**src/rtl/slant_lane_deframer.sv**
```systemverilog
// Receive-side lane deframer: decodes frame/line marker runs from the lane symbol
// stream and reassembles alternating Y/C data symbols into coordinate-tagged pairs.
module slant_lane_deframer #(
  parameter logic [23:0] FRAME1          = 24'hAAB155,
  parameter logic [23:0] FRAME0          = 24'hAA8D55,
  parameter logic [15:0] HSYNC           = 16'hA355,
  parameter int          PAIRS_PER_LINE  = 40,
  parameter int          LINES_PER_FRAME = 960
) (
  input  logic       Cclk,
  input  logic       rstn,
  input  logic [7:0] RxData,
  input  logic       RxStrobe,
  output logic       pix_valid,
  output logic [4:0] pix_y,
  output logic [4:0] pix_c,
  output logic [5:0] pix_x,
  output logic [9:0] pix_line,
  output logic       frame_start,
  output logic       frame_odd,
  output logic       line_start,
  output logic       frame_done,
  output logic       marker_err,
  output logic       len_err,
  output logic [1:0] dbg_state
);

  localparam logic [5:0] PPL       = 6'(PAIRS_PER_LINE);
  localparam logic [5:0] LAST_PAIR = 6'(PAIRS_PER_LINE - 1);
  localparam logic [9:0] LAST_LINE = 10'(LINES_PER_FRAME - 1);

  typedef enum logic [1:0] {
    HUNT = 2'd0,
    MARK = 2'd1,
    DATA = 2'd2
  } state_t;

  state_t      state_q, state_d;
  logic [23:0] msr_q, msr_d;
  logic [4:0]  mcnt_q, mcnt_d;
  logic        in_frame_q, in_frame_d;
  logic [9:0]  line_q, line_d;
  logic [5:0]  pair_q, pair_d;
  logic        ph_q, ph_d;
  logic [4:0]  ylat_q, ylat_d;

  logic       pix_valid_d, frame_start_d, frame_odd_d, line_start_d;
  logic       frame_done_d, marker_err_d, len_err_d;
  logic [4:0] pix_y_d, pix_c_d;
  logic [5:0] pix_x_d;
  logic [9:0] pix_line_d;

  logic       is_mk, is_dat, is_ill, mk_bit;
  logic [4:0] payload, mcnt_inc;
  logic       frame_hit, hsync_hit;

  assign is_mk    = RxStrobe && (RxData == 8'hFF || RxData == 8'h01);
  assign is_dat   = RxStrobe && !RxData[7] && (RxData[1:0] == 2'b00);
  assign is_ill   = RxStrobe && !is_mk && !is_dat;
  assign mk_bit   = RxData[7];
  assign payload  = RxData[6:2];
  assign mcnt_inc = (mcnt_q == 5'd31) ? mcnt_q : mcnt_q + 5'd1;

  assign frame_hit = (mcnt_q == 5'd24) && (msr_q == FRAME1 || msr_q == FRAME0);
  // A line marker only counts inside a frame and only if another line remains.
  assign hsync_hit = (mcnt_q == 5'd16) && (msr_q[15:0] == HSYNC) && in_frame_q &&
                     (line_q < LAST_LINE);

  assign dbg_state = state_q;

  always_comb begin
    state_d       = state_q;
    msr_d         = msr_q;
    mcnt_d        = mcnt_q;
    in_frame_d    = in_frame_q;
    line_d        = line_q;
    pair_d        = pair_q;
    ph_d          = ph_q;
    ylat_d        = ylat_q;
    pix_valid_d   = 1'b0;
    pix_y_d       = pix_y;
    pix_c_d       = pix_c;
    pix_x_d       = pix_x;
    pix_line_d    = pix_line;
    frame_start_d = 1'b0;
    frame_odd_d   = frame_odd;
    line_start_d  = 1'b0;
    frame_done_d  = 1'b0;
    marker_err_d  = 1'b0;
    len_err_d     = 1'b0;

    case (state_q)
      HUNT: begin
        if (is_mk) begin
          msr_d   = {23'd0, mk_bit};
          mcnt_d  = 5'd1;
          state_d = MARK;
        end
      end

      MARK: begin
        if (is_mk) begin
          msr_d  = {msr_q[22:0], mk_bit};
          mcnt_d = mcnt_inc;
        end else if (is_ill) begin
          marker_err_d = 1'b1;
          in_frame_d   = 1'b0;
          state_d      = HUNT;
        end else if (is_dat) begin
          // The data symbol that closes a valid run is already the Y of pair 0.
          if (frame_hit) begin
            frame_start_d = 1'b1;
            frame_odd_d   = (msr_q == FRAME1);
            in_frame_d    = 1'b1;
            line_d        = 10'd0;
            pair_d        = 6'd0;
            ylat_d        = payload;
            ph_d          = 1'b1;
            state_d       = DATA;
          end else if (hsync_hit) begin
            line_start_d = 1'b1;
            len_err_d    = (pair_q != PPL);
            line_d       = line_q + 10'd1;
            pair_d       = 6'd0;
            ylat_d       = payload;
            ph_d         = 1'b1;
            state_d      = DATA;
          end else begin
            marker_err_d = 1'b1;
            in_frame_d   = 1'b0;
            state_d      = HUNT;
          end
        end
      end

      DATA: begin
        if (is_dat) begin
          if (pair_q == PPL) begin
            len_err_d = 1'b1;
          end else if (!ph_q) begin
            ylat_d = payload;
            ph_d   = 1'b1;
          end else begin
            ph_d        = 1'b0;
            pix_valid_d = 1'b1;
            pix_y_d     = ylat_q;
            pix_c_d     = payload;
            pix_x_d     = pair_q;
            pix_line_d  = line_q;
            pair_d      = pair_q + 6'd1;
            if (pair_q == LAST_PAIR && line_q == LAST_LINE) begin
              frame_done_d = 1'b1;
              in_frame_d   = 1'b0;
              state_d      = HUNT;
            end
          end
        end else if (is_mk) begin
          len_err_d = ph_q;
          ph_d      = 1'b0;
          msr_d     = {23'd0, mk_bit};
          mcnt_d    = 5'd1;
          state_d   = MARK;
        end else if (is_ill) begin
          marker_err_d = 1'b1;
          in_frame_d   = 1'b0;
          state_d      = HUNT;
        end
      end

      default: state_d = HUNT;
    endcase
  end

  always_ff @(posedge Cclk) begin
    if (!rstn) begin
      state_q     <= HUNT;
      msr_q       <= 24'd0;
      mcnt_q      <= 5'd0;
      in_frame_q  <= 1'b0;
      line_q      <= 10'd0;
      pair_q      <= 6'd0;
      ph_q        <= 1'b0;
      ylat_q      <= 5'd0;
      pix_valid   <= 1'b0;
      pix_y       <= 5'd0;
      pix_c       <= 5'd0;
      pix_x       <= 6'd0;
      pix_line    <= 10'd0;
      frame_start <= 1'b0;
      frame_odd   <= 1'b0;
      line_start  <= 1'b0;
      frame_done  <= 1'b0;
      marker_err  <= 1'b0;
      len_err     <= 1'b0;
    end else begin
      state_q     <= state_d;
      msr_q       <= msr_d;
      mcnt_q      <= mcnt_d;
      in_frame_q  <= in_frame_d;
      line_q      <= line_d;
      pair_q      <= pair_d;
      ph_q        <= ph_d;
      ylat_q      <= ylat_d;
      pix_valid   <= pix_valid_d;
      pix_y       <= pix_y_d;
      pix_c       <= pix_c_d;
      pix_x       <= pix_x_d;
      pix_line    <= pix_line_d;
      frame_start <= frame_start_d;
      frame_odd   <= frame_odd_d;
      line_start  <= line_start_d;
      frame_done  <= frame_done_d;
      marker_err  <= marker_err_d;
      len_err     <= len_err_d;
    end
  end

endmodule

```
**config.mk**
```make
export PLATFORM = sky130hd
export DESIGN_NAME = slant_lane_deframer
export DESIGN_NICKNAME = d
export VERILOG_FILES = /design/src/rtl/slant_lane_deframer.sv
export SDC_FILE = /design/constraint.sdc
export NUM_CORES = 1
export LEC_CHECK = 0
export BUFFER_PORTS_ARGS = -buffer_cell sky130_fd_sc_hd__buf_4
export CAP_MARGIN = 20
export CELL_PAD_IN_SITES_DETAIL_PLACEMENT = 0
export CELL_PAD_IN_SITES_GLOBAL_PLACEMENT = 1
export CORE_UTILIZATION = 46
export CTS_BUF_LIST = sky130_fd_sc_hd__clkbuf_8
export CTS_CLUSTER_DIAMETER = 80
export CTS_CLUSTER_SIZE = 24
export DETAILED_ROUTE_END_ITERATION = 10
export PLACE_DENSITY = 0.8
export SYNTH_ARGS = -nofsm -noshare
export SYNTH_HDL_FRONTEND = slang
export SYNTH_SLANG_ARGS = --single-unit
```
**constraint.sdc**
```tcl
create_clock -name Cclk -period 2.2 [get_ports Cclk]
set_input_delay 0.33 -clock Cclk [delete_from_list [all_inputs] [get_ports Cclk]]
set_output_delay 0.33 -clock Cclk [all_outputs]
set_load 0.05 [all_outputs]
```
### After elaboration in Yosys (flattened, before gate mapping)

Index checks and enable logic that the tools add are counted.

* bits in registers: 87
* input bits: 11
* output and inout port bits: 35
* logic and storage cells: 186

* add/sub/neg operators: 3
* order comparisons: 1
* equality and inequality tests: 35
* multiplexer cells: 86
* bitwise gates (word level): 8
* reductions and logical operators: 34

Operator list (number)
* 24-bit 2-to-1 mux: 3
* 24-bit one-hot mux with 3 select lines: 1
* 5-bit 2-to-1 mux: 12
* 24-bit == test, second input constant: 2
* 6-bit 2-to-1 mux: 8
* 1-bit 2-to-1 mux: 40
* 2-bit 2-to-1 mux: 12
* 3-bit inequality test, second input constant: 8
* 2-bit inequality test, second input constant: 11
* 10-bit 2-to-1 mux: 2
* 16-bit == test, second input constant: 1
* 8-bit AND reduction: 2
* 5-bit == test, second input constant: 3
* 5-bit one-hot mux with 3 select lines: 1
* 7-bit AND reduction: 2
* 6-bit == test, second input constant: 2
* 6-bit one-hot mux with 2 select lines: 1
* 10-bit by 1-bit adder with 10-bit output, second input constant: 1
* 10-bit == test, second input constant: 1
* 1-bit logical AND: 10
* 10-bit less-than comparator, second input constant: 1
* 5-bit one-hot mux with 2 select lines: 1
* 5-bit AND reduction: 2
* 5-bit OR reduction: 2
* 21 further kinds: 38

### Longest topological paths before layout

* depth in word-level cells: 10
* mapped depth: 9
* mapped depth without buffers: 8

### Worst setup path after synthesis

OpenSTA, ideal clock, no wires.

* kind: register to register
* start point: reg state_q[0] (netlist: dbg_state[0])
* end point: reg mcnt_q[3]
* setup time: 115 ps
* arrival time: 2187 ps
* required time: 2085 ps
* setup slack: -101 ps
* cell stages (with the launch flop): 8
* buffers on the path: 1
* period minus slack after synthesis: 2301 ps
* path through: dfxtp_1 -> inv_1 -> ha_1 -> and2_1 -> buf_2 -> a2111oi_4 -> a21boi_0 -> o21a_1

* cells in the longest elaborated chain, start to end: 3
* elaborated cells on any way between the ends: 9
* classes of those cells: 5 x eq/ne; 1 x mux; 3 x reduce/logical

Ends and longest elaborated chain
* start, declared: RTL line 38 `state_t state_q, state_d;`
* start signal, assigned: RTL line 196 `state_q <= state_d;`
* 2-bit by 1-bit == test with 1-bit output, or another cell as far along: RTL line 92 `case (state_q)`
* 2-bit inequality test (no line) or 3-bit nonzero test (tied branches)
* 4-bit AND reduction (no line)
* end signal, assigned: RTL line 198 `mcnt_q <= mcnt_d;`
* end, declared: RTL line 40 `logic [4:0] mcnt_q, mcnt_d;`

Several ways; a longest one is shown, not always the timed one.
A chain may end at the register's enable or synchronous reset.

### Final worst setup path

* start point: reg mcnt_q[0]
* end point: reg pair_q[3]

* cells in the longest elaborated chain, start to end: 7
* elaborated cells on any way between the ends: 13
* classes of those cells: 3 x eq/ne; 5 x mux; 5 x reduce/logical

Ends and longest elaborated chain
* 5-bit == test: RTL line 64 `assign frame_hit = (mcnt_q == 5'd24) && (msr_q == FRAME1 || msr_q == FRAME0);`
* 1-bit logical AND: RTL line 64
* 6-bit 2-to-1 mux: RTL line 111 `if (frame_hit) begin`
* 6-bit 2-to-1 mux: RTL line 109 `end else if (is_dat) begin`
* 6-bit 2-to-1 mux: RTL line 105 `end else if (is_ill) begin`
* 6-bit 2-to-1 mux: RTL line 102 `if (is_mk) begin`
* 6-bit one-hot mux with 2 select lines: RTL line 92
* end signal, assigned: RTL line 201 `pair_q <= pair_d;`
* end, declared: RTL line 43 `logic [5:0] pair_q, pair_d;`

Several ways; a longest one is shown, not always the timed one. The select of a mux whose other input is x is not followed.

==> flow_summary.toml <==
[die]
ios = 46
die_w_um = 96.8
rows = 34
start_util = 0.474
fp.dieH_um = 96.8
core_area_mm2 = 0.00872
dieArea_mm2 = 0.00938

[sta]
slew_violations = 0
fmax_ghz = 0.471
finalCriticalPeriod_ps = 2120
fin_skew_ps = 12.1
finalCritPeriodShare = 0.965
slew_headroom = 0.703
finalHoldViolations = 0
finalSetupViolations = 0
worst_pin_slew_ps = 446

[finish]
insertedDiodeCount = 0
final_util = 0.583
layout.cells.non_filler = 660
fin_area_mm2 = 0.00508
drive_gt1_frac = 0.226
syn_to_final_growth_pct = 22.9
fin_nets = 569

[clock_network]
cts.clk_slew.worst_paths_ps = 90
cts-root-buf = "clkbuf_8"
cts_hold_buffers = 0
cts_tree = "yes"
cts_buffer_depth = 2
clk_latency_ps = 350
clock_sinks = 87
htree_levels = 3
cts_buffers = 9

[worst_setup_path]
cp-startpoint = "mcnt_q[0]"
r2r-start = "mcnt_q[0]"
crit_path_frequent_cell = "buf_4"
max_stage_delay_ps = 340
slowest_stage = "dfxtp_2"
critical_path.max_fanout = 5
startpoint_type = "register"
worst-path-buf-inv = 3
crit_type = "reg -> reg"
worstPathCellList = "inv_1, ha_1, and4bb_2, nand4_1, nor3_4, buf_4, or2_1, o21ai_1, buf_4, o311ai_4"
end_kind = "register"
critPathTopFamily = "simple AND/OR/NAND/NOR gates"
worstPathRequired_ps = 2460
cp.arrival_ps = 2390

[yosys]
netlist_top_cells_count = "nand2_1, dfxtp_1, nand3_1"
yosysTopAreaCell = "dfxtp_1"
synth_cell_types = 59
synth-edff-count = 0
postSynthCellCount = 481
yosys-top-cells-area = "dfxtp_1, nand2_1, a21boi_1, nand3_1, a21boi_0"
synth_seq_cells = 87
syn-num-nets = 502
synthFlopType = "dfxtp_1"
synth_warnings = 0
netlist_area_mm2 = 0.00414
ys_seq_area_frac = 0.421
yosysMostFrequentCell = "nand2_1"
ys_async_sr_fraction = 0
syn_avg_cell_area_um2 = 8.60
synthDominantCellAreaShare = 0.421

[power]
pwr-share-seq = 0.491
pwr-share-clk = 0.363
combPwrFrac = 0.147
ir_drop_uv = 427
p_switching_mw = 0.883
p_per_area_mw_per_mm2 = 644
p_sw_frac = 0.270
p_leak_nw = 1.90
internal-power_mw = 2.39
total_power_mw = 3.28

[place]
place_congestion = 0.823
dp.cells = 640
portBuffers = 45
dpl_cell_area_mm2 = 0.00479
dp_hpwl_um = 6750

[route]
wirelength_um = 9640
final_antenna_net_count = 0
post_drt_wl_per_cell_um = 14.6
drt_first_pass_iters = 5
drc_errors = 0
vias = 3601
via_per_inst = 5.46
drt_iter0_drc = 124

[global_routing]
grt_remaining_overflow = 0
grt_pass1_wl_um = 16400
grt_pass1_vias = 3445
antenna_found_initial = 0
grt_usage = 0.211
grt_max_degree = 37

[run_status]
outcome = "finished, final reports clean"

[worst_hold_path]
min_path_type = "in -> reg"
min_from = "RxData[4]"

[flow_run]
cap_violations = 0
[per-stage QoR]
| step | hold slack [ps] | setup slack (ps) | TNS (ps) |
|---|---|---|---|
| detailed placement | 442 | 46.1 | 0 |
| floorplan | 426 | 154 | 0 |
| finish | 244 | 76.0 | 0 |
| global route | 241 | -45.5 | -86.5 |
| global placement | 439 | 74.0 | 0 |
| CTS | 231 | 4.32 | 0 |
[metal layers]
metal | share of wire | track usage
met5 | 0 | 0
met4 | 0.0092 | 0.0608
met3 | 0.029 | 0.0419
met2 | 0.51 | 0.363
met1 | 0.45 | 0.267
[worst register-to-register path: cells and delay by family, from the launching register on]
family,cells,cell delay (ps)
buffers and inverters,3,390
AOI/OAI and AO/OA,2,340
DFF,1,340
and+or+nand+nor,4,830
adders and majority gates,1,140
[flip-flops by register name, indices dropped and copies added, names as in the netlist, 2 cells and up]
register and cells:
msr_q 24, line_q 10, pix_line 10, pair_q 6, pix_x 6, mcnt_q 5
pix_c 5, pix_y 5, ylat_q 5, dbg_state 2
[cell families (layout without fill, tap and decap cells)]
logic type / after synthesis / after routing / synth area share
AO/OA/AOI/OAI: 112 / 112 / 0.212
XOR/XNOR: 6 / 6 / 0.0127
adder cells (fa/ha/maj): 10 / 10 / 0.0302
buffers and inverters: 40 / 111 / 0.0414
flip-flops: 87 / 87 / 0.421
multiplexers: 9 / 9 / 0.0218
AND/OR/NAND/NOR: 217 / 217 / 0.261
[power by group through the flow]
stage | Sequential (mW) | Clock [mW] | Combinational, mW
finish | 1.61 | 1.19 | 0.480
global route | 1.61 | 1.30 | 0.525
CTS | 1.61 | 1.22 | 0.484
detailed placement | 1.64 | 0 | 0.481
global placement | 1.64 | 0 | 0.481
floorplan | 1.66 | 0 | 0.299
[area by class of cell]
cell class,instances,area [um2]
clock buffer,9,124
multi-input combinational,354,2270
fill,822,3640
tap,108,135
timing repair buffer,83,673
clock inverter,6,85.1
inverter,13,48.8
sequential,87,1750
[repair_timing]
action,in CTS,in global routing
resized for setup,0,10
buffers inserted,0,5
setup endpoints to repair,0,21
[path summary, 6_finish.rpt]
| path | endpoint | slack, ps | cells past startpoint |
|---|---|---|---|
| setup / recovery | pair_q[3] | 80 | 10 |
| hold / removal | pix_c[2] | 240 | 3 |
| setup reg to reg | pair_q[3] | 80 | 10 |
| hold reg to reg | msr_q[23] | 450 | 2 |
[cell usage in the layout, fill, tap and decap left out, types with 3 or more instances in the layout]
cell type | netlist | final
a21boi_0 | 17 | 17
a21boi_1 | 36 | 36
a21oi_1 | 9 | 9
a22oi_1 | 3 | 3
and2_1 | 4 | 3
and3_1 | 6 | 6
and4b_1 | 3 | 3
buf_12 | 0 | 4
buf_4 | 0 | 79
clkbuf_8 | 0 | 9
dfxtp_1 | 87 | 83
dfxtp_2 | 0 | 4
ha_1 | 10 | 10
inv_1 | 13 | 14
mux2i_1 | 9 | 9
nand2_1 | 105 | 104
nand3_1 | 38 | 38
nand4_1 | 7 | 7
nand4b_1 | 3 | 3
nor2_1 | 18 | 18
nor2_2 | 3 | 3
nor2b_1 | 6 | 6
nor3b_1 | 3 | 3
nor4_1 | 4 | 4
o211ai_1 | 6 | 6
o21ai_0 | 12 | 12
o31ai_1 | 4 | 3
or4_1 | 3 | 3
xor2_1 | 6 | 6
(Power assumes the default switching activity.)
